===== src/rtl/iterative_booth_mul.sv =====
// -----------------------------------------------------------------------------
// iterative_booth_mul
//
// Iterative radix-4 Booth multiplier with valid/ready handshakes on both sides.
// Each request computes the full 2*WIDTH product over WIDTH/2+1 enabled clock
// edges and returns either the low half (MUL) or the high half (MULH, MULHSU,
// MULHU). Only one operation is in flight at a time.
//
// Optional feature macro: MGT01_MUL_ZERO_BYPASS_EN
//   When defined, a request with a zero operand skips COMPUTE. It moves to DONE
//   on the accepting edge and returns 0.
//
// Ports
//   clk_i        : clock, rising edge
//   rst_n_i      : synchronous active-low reset, overrides clk_en_i
//   clk_en_i     : all registers hold while low; handshakes do not count
//   valid_i      : request valid
//   ready_o      : request accepted when valid_i & ready_o & clk_en_i
//   op_i         : 00 MUL, 01 MULH (s x s), 10 MULHSU (s x u), 11 MULHU (u x u)
//   operand_a_i  : multiplicand
//   operand_b_i  : multiplier
//   valid_o      : result valid
//   ready_i      : result consumed when valid_o & ready_i & clk_en_i
//   result_o     : selected product half, 0 outside DONE
//   fu_state_o   : FREE when idle, BUSY otherwise
// -----------------------------------------------------------------------------
package iterative_booth_mul_pkg;
  typedef enum logic {FREE = 1'b0, BUSY = 1'b1} fu_state_e;
endpackage

module iterative_booth_mul
  import iterative_booth_mul_pkg::*;
#(
  parameter int WIDTH = 32
) (
  input  logic             clk_i,
  input  logic             rst_n_i,
  input  logic             clk_en_i,
  input  logic             valid_i,
  output logic             ready_o,
  input  logic [1:0]       op_i,
  input  logic [WIDTH-1:0] operand_a_i,
  input  logic [WIDTH-1:0] operand_b_i,
  output logic             valid_o,
  input  logic             ready_i,
  output logic [WIDTH-1:0] result_o,
  output fu_state_e        fu_state_o
);

  localparam int N  = WIDTH / 2 + 1;  // Booth steps over the extended multiplier
  localparam int CW = $clog2(N + 1);
  localparam int XW = WIDTH + 2;      // extended operand width
  localparam int AW = WIDTH + 3;      // partial-product accumulator width

  typedef enum logic [1:0] {IDLE, COMPUTE, DONE} state_e;

  state_e          state_q, state_d;
  logic [CW-1:0]   cnt_q;
  logic [1:0]      op_q;
  logic [XW-1:0]   mcand_q;
  logic [XW-1:0]   mlr_q;    // multiplier; product low bits shift in from the top
  logic [AW-1:0]   acc_q;
  logic            last_q;   // multiplier bit shifted out by the previous step

  logic            accept;
  logic            out_ack;
  logic            step_last;
  logic            zero_bypass;
  logic            a_signed, b_signed;
  logic [XW-1:0]   ext_a, ext_b;
  logic [AW-1:0]   mcand_x, pp, sum;
  logic [AW+XW-1:0] shifted;
  logic [2*WIDTH-1:0] prod;

  assign accept    = clk_en_i & valid_i & (state_q == IDLE);
  assign out_ack   = clk_en_i & ready_i & (state_q == DONE);
  assign step_last = (cnt_q == CW'(N - 1));

`ifdef MGT01_MUL_ZERO_BYPASS_EN
  assign zero_bypass = (operand_a_i == '0) | (operand_b_i == '0);
`else
  assign zero_bypass = 1'b0;
`endif

  // Operand a is signed for MUL/MULH/MULHSU, operand b for MUL/MULH. The low
  // half of MUL does not depend on signedness.
  assign a_signed = (op_i != 2'b11);
  assign b_signed = ~op_i[1];
  assign ext_a    = {{2{a_signed & operand_a_i[WIDTH-1]}}, operand_a_i};
  assign ext_b    = {{2{b_signed & operand_b_i[WIDTH-1]}}, operand_b_i};

  // Radix-4 Booth recoding of {b[1:0], last} into 0, +-A, +-2A.
  always_comb begin
    // NOTE: every always_comb output gets a default first so no path can infer a latch.
    pp      = '0;
    mcand_x = {mcand_q[XW-1], mcand_q};
    unique case ({mlr_q[1:0], last_q})
      3'b001, 3'b010: pp = mcand_x;
      3'b011:         pp = mcand_x << 1;
      3'b100:         pp = -(mcand_x << 1);
      3'b101, 3'b110: pp = -mcand_x;
      default:        pp = '0;
    endcase
    sum     = acc_q + pp;
    shifted = $signed({sum, mlr_q}) >>> 2;
  end

  // After N steps {acc, mlr} holds the sign-extended product.
  assign prod = {acc_q[WIDTH-3:0], mlr_q};

  // State register.
  always_ff @(posedge clk_i) begin
    // NOTE: sequential state uses non-blocking assignments so every register samples pre-edge values.
    if (!rst_n_i)      state_q <= IDLE;
    else if (clk_en_i) state_q <= state_d;
  end

  // Next state and outputs.
  always_comb begin
    state_d    = state_q;
    ready_o    = 1'b0;
    valid_o    = 1'b0;
    result_o   = '0;
    fu_state_o = BUSY;
    unique case (state_q)
      IDLE: begin
        ready_o    = 1'b1;
        fu_state_o = FREE;
        if (accept) state_d = zero_bypass ? DONE : COMPUTE;
      end
      COMPUTE: begin
        if (clk_en_i && step_last) state_d = DONE;
      end
      DONE: begin
        valid_o  = 1'b1;
        result_o = (op_q == 2'b00) ? prod[WIDTH-1:0] : prod[2*WIDTH-1:WIDTH];
        if (out_ack) state_d = IDLE;
      end
      default: state_d = IDLE;
    endcase
  end

  // Datapath and step counter.
  always_ff @(posedge clk_i) begin
    // NOTE: the datapath is cleared on reset so an aborted operation leaves nothing behind.
    if (!rst_n_i) begin
      cnt_q   <= '0;
      op_q    <= '0;
      mcand_q <= '0;
      mlr_q   <= '0;
      acc_q   <= '0;
      last_q  <= 1'b0;
    end else if (clk_en_i) begin
      if (accept) begin
        cnt_q   <= '0;
        op_q    <= op_i;
        mcand_q <= ext_a;
        mlr_q   <= zero_bypass ? '0 : ext_b;  // zero product on bypass
        acc_q   <= '0;
        last_q  <= 1'b0;
      end else if (state_q == COMPUTE) begin
        cnt_q  <= cnt_q + CW'(1);
        acc_q  <= shifted[AW+XW-1:XW];
        mlr_q  <= shifted[XW-1:0];
        last_q <= mlr_q[1];
      end
    end
  end

endmodule


===== config.mk =====
export PLATFORM = sky130hd
export DESIGN_NAME = iterative_booth_mul
export DESIGN_NICKNAME = d
export VERILOG_FILES = /design/src/rtl/iterative_booth_mul.sv
export SDC_FILE = /design/constraint.sdc
export NUM_CORES = 1
export LEC_CHECK = 0
export BUFFER_PORTS_ARGS = -buffer_cell sky130_fd_sc_hd__buf_2
export CORE_ASPECT_RATIO = 0.7
export CORE_MARGIN = 8
export CORE_UTILIZATION = 64
export CTS_CLUSTER_SIZE = 16
export DETAILED_ROUTE_END_ITERATION = 16
export GPL_ROUTABILITY_DRIVEN = 0
export PLACE_DENSITY = 0.85
export SETUP_SLACK_MARGIN = 0.05
export SKIP_LAST_GASP = 1
export SLEW_MARGIN = 20
export SYNTH_ARGS = -nofsm -noshare
export SYNTH_HDL_FRONTEND = slang
export SYNTH_SLANG_ARGS = --single-unit

===== constraint.sdc =====
create_clock -name clk_i -period 11.4 [get_ports clk_i]
set_clock_uncertainty 0.1 [all_clocks]
set_input_delay 2.28 -clock clk_i [delete_from_list [all_inputs] [get_ports clk_i]]
set_output_delay 2.28 -clock clk_i [all_outputs]
set_load 0.005 [all_outputs]

==> metrics.cfg <==
[floorplan]
fp.dieW_um = 153
die_h_um = 112
core_area_um2 = 13000
initial_core_util_pct = 64.5
io_pins = 106
die-area_um2 = 17000
rows = 35

[route]
first_pass_iters = 6
wl_per_cell_um = 17.9
vias = 8728
drt-total-wl_mm = 24.7
via_per_inst = 6.33
ant_nets = 0
drc_errors = 0
drt_iter0_markers = 1034

[clock_tree]
cts_made_buffers = 9
cts_tree = built
cts-root-buf = clkbuf_16
cts_buffer_depth = 2
cts_setup_buffers = 0
cts_hold_buf = 0
clkTransAtPathRegs_ps = 80
cts.sinks = 110
cts_resized = 0
htree_levels = 3
clk_latency_ps = 360

[critical_path]
endpoint_kind = flop
ff2ff_setup_slack_ps = 6090
cp-start-kind = flop
ff2ff_path_depth = 18
required_ps = 11550
startpoint = mcand_q[0]
worstSetupEndpoint = acc_q[31]
arrival_ps = 5460
crit_fanout = 7
reg2reg_from = mcand_q[0]
regToRegEndpoint = acc_q[31]
criticalPathCategory = flop to flop

[outcome]
status = finished clean

[logic_synthesis]
ys_types = 68
ys_dominant_reg_cell = dfxtp_1
syn_nets = 1285
synth.avg_cell_area_um2 = 7.11
yosys_warnings = 0
synth_seq_area_share_pct = 26.3
syn_area_um2 = 8360
synth-edff-count = 0
async_reset_ff_share_pct = 0
synth_cells = 1176
ys_ff_latch = 110

[timing]
final_hold_viol_count = 0
timing.final.crit_share_pct = 46.5
setup_tns_ps = 0
tightest_slew_ps = 753
report.final.slew_viol_count = 0
setup-violations-final = 0
slew_headroom_pct = 49.8
grt_setup_unrepaired = no
period_needed_ps = 5310
max_freq_ghz = 0.188

[power]
p_leak_uw = 0.00361
power_density_nw_per_um2 = 107
irDropWorstVdd_uv = 67.1

[global_route]
grt-ovfl-total = 0
grt_util_all_layers_pct = 27.9
grt_pass1_vias = 7772
antenna_found_initial = 0
grt_pass1_wl_mm = 40.0
grt_max_degree = 69

[finish]
final_util_pct = 70.8
drive_gt1_share_pct = 13.0
area_growth_pct = 9.82
fill_cells = 1091
diodes = 0
final_net_count = 1316

[worst_hold_path]
hp-class = flop to flop

[place]
hpwl_mm = 17.6
portBuffers = 105

[run]
maxCapViolCount = 0

power breakdown:
part | switching (µW) | total, µW | internal, µW | leakage [µW]
Clock | 161 | 360 | 198 | 0.000165
Combinational | 128 | 209 | 80.2 | 0.00255
Sequential | 19.9 | 418 | 398 | 0.000894
synth_stat cells (all sizes together) (8+ instances only):
cell	n	area (µm²)
a211oi	11	82.6
a21boi	30	225
a21o	17	128
a21oi	121	606
a221oi	17	155
a22oi	49	368
a31oi	19	119
buf	12	60.1
clkbuf	86	323
dfxtp	110	2200
ha	37	463
inv	23	86.3
nand2	276	1040
nand3	10	55.1
nand4	8	50.1
nor2	48	180
nor2b	24	150
nor3	18	106
nor4	8	62.6
o21ai	66	330
xnor2	53	464
xor2	24	210
flip-flops by register name, summed over array words and instances (netlist names):
signal	count
acc_q	33
cnt_q	5
last_q	1
state_q	2
op_q	2
mlr_q	34
mcand_q	33
layout make-up:
class / count / area, µm² / share of cell area, %
multi-input combinational: 944 / 5700 / 62.1
timing repair buffer: 118 / 643 / 7.00
sequential: 110 / 2200 / 24.0
clock inverter: 7 / 114 / 1.24
tap: 166 / 208 / 2.26
clock buffer: 9 / 225 / 2.45
inverter: 24 / 90.1 / 0.981
metal layers:
layer  share of wire, %  track usage, %  wire, µm  vias up
met5                  0               0         0        -
met4                1.6            7.16       397        0
met3                 10            6.50      2560       40
met2                 43            41.2     10500      479
met1                 45            39.7     11200     3999
li1                   -               -         -     4210
worst min-delay path by stage:
stage	from	endpoint	slack, ps	depth (start not counted)
global placement	acc_q[30]	acc_q[30]	340	2
global route	acc_q[30]	acc_q[30]	390	2
finish	acc_q[30]	acc_q[30]	360	2
CTS	acc_q[30]	acc_q[30]	360	2
floorplan	acc_q[30]	acc_q[30]	330	2
detailed placement	acc_q[30]	acc_q[30]	350	2
critical path, cell delays in order, from the launching register on:
cell and delay (ps):
dfxtp_1 370, inv_1 110, ha_1 190, nor3b_1 570, nor4b_4 450, nand3_2 170, or3_1 440, nor3_2 180
xor2_1 240, nor2_1 60, a211oi_1 230, a31oi_1 100, ha_1 440, nand3_1 160, nor4_1 560, inv_1 70
o311ai_0 450, mux2i_1 250, nand2_1 70
kinds of logic (layout without fill, tap and decap cells):
logic type / Yosys count / count (layout) / share of synthesized area [%]
fa+ha+maj: 38 / 38 / 5.78
simple gates: 440 / 440 / 23.9
flops: 110 / 110 / 26.3
mux: 12 / 12 / 1.51
compound gates: 377 / 377 / 28.7
buf+inv: 122 / 158 / 5.66
xor+xnor: 77 / 77 / 8.07
stage by stage:
step	hold slack (ps)	setup slack [ps]	std cells	instance area, µm²	power [µW]
after floorplan	332	6880	1176	8360	573
after global placement	343	6520	1361	8810	622
after detailed placement	348	6340	1361	8810	626
after CTS	359	6220	1377	9150	979
after global routing	387	5710	1378	9180	1020
final	357	6090	1378	9180	986
placed cells by master, fill, tap and decap left out, drive strengths merged, types with 9 or more instances in the layout:
cell	n
ha	37
nor2b	24
buf	118
nor3	18
xnor2	53
o21ai	66
nor2	48
clkbuf	9
xor2	24
a22oi	49
nand2	276
a221oi	17
a211oi	11
dfxtp	110
nand3	10
inv	26
a21o	17
a21oi	121
a31oi	19
a21boi	30
No activity file was read; power rests on OpenSTA's default activity.
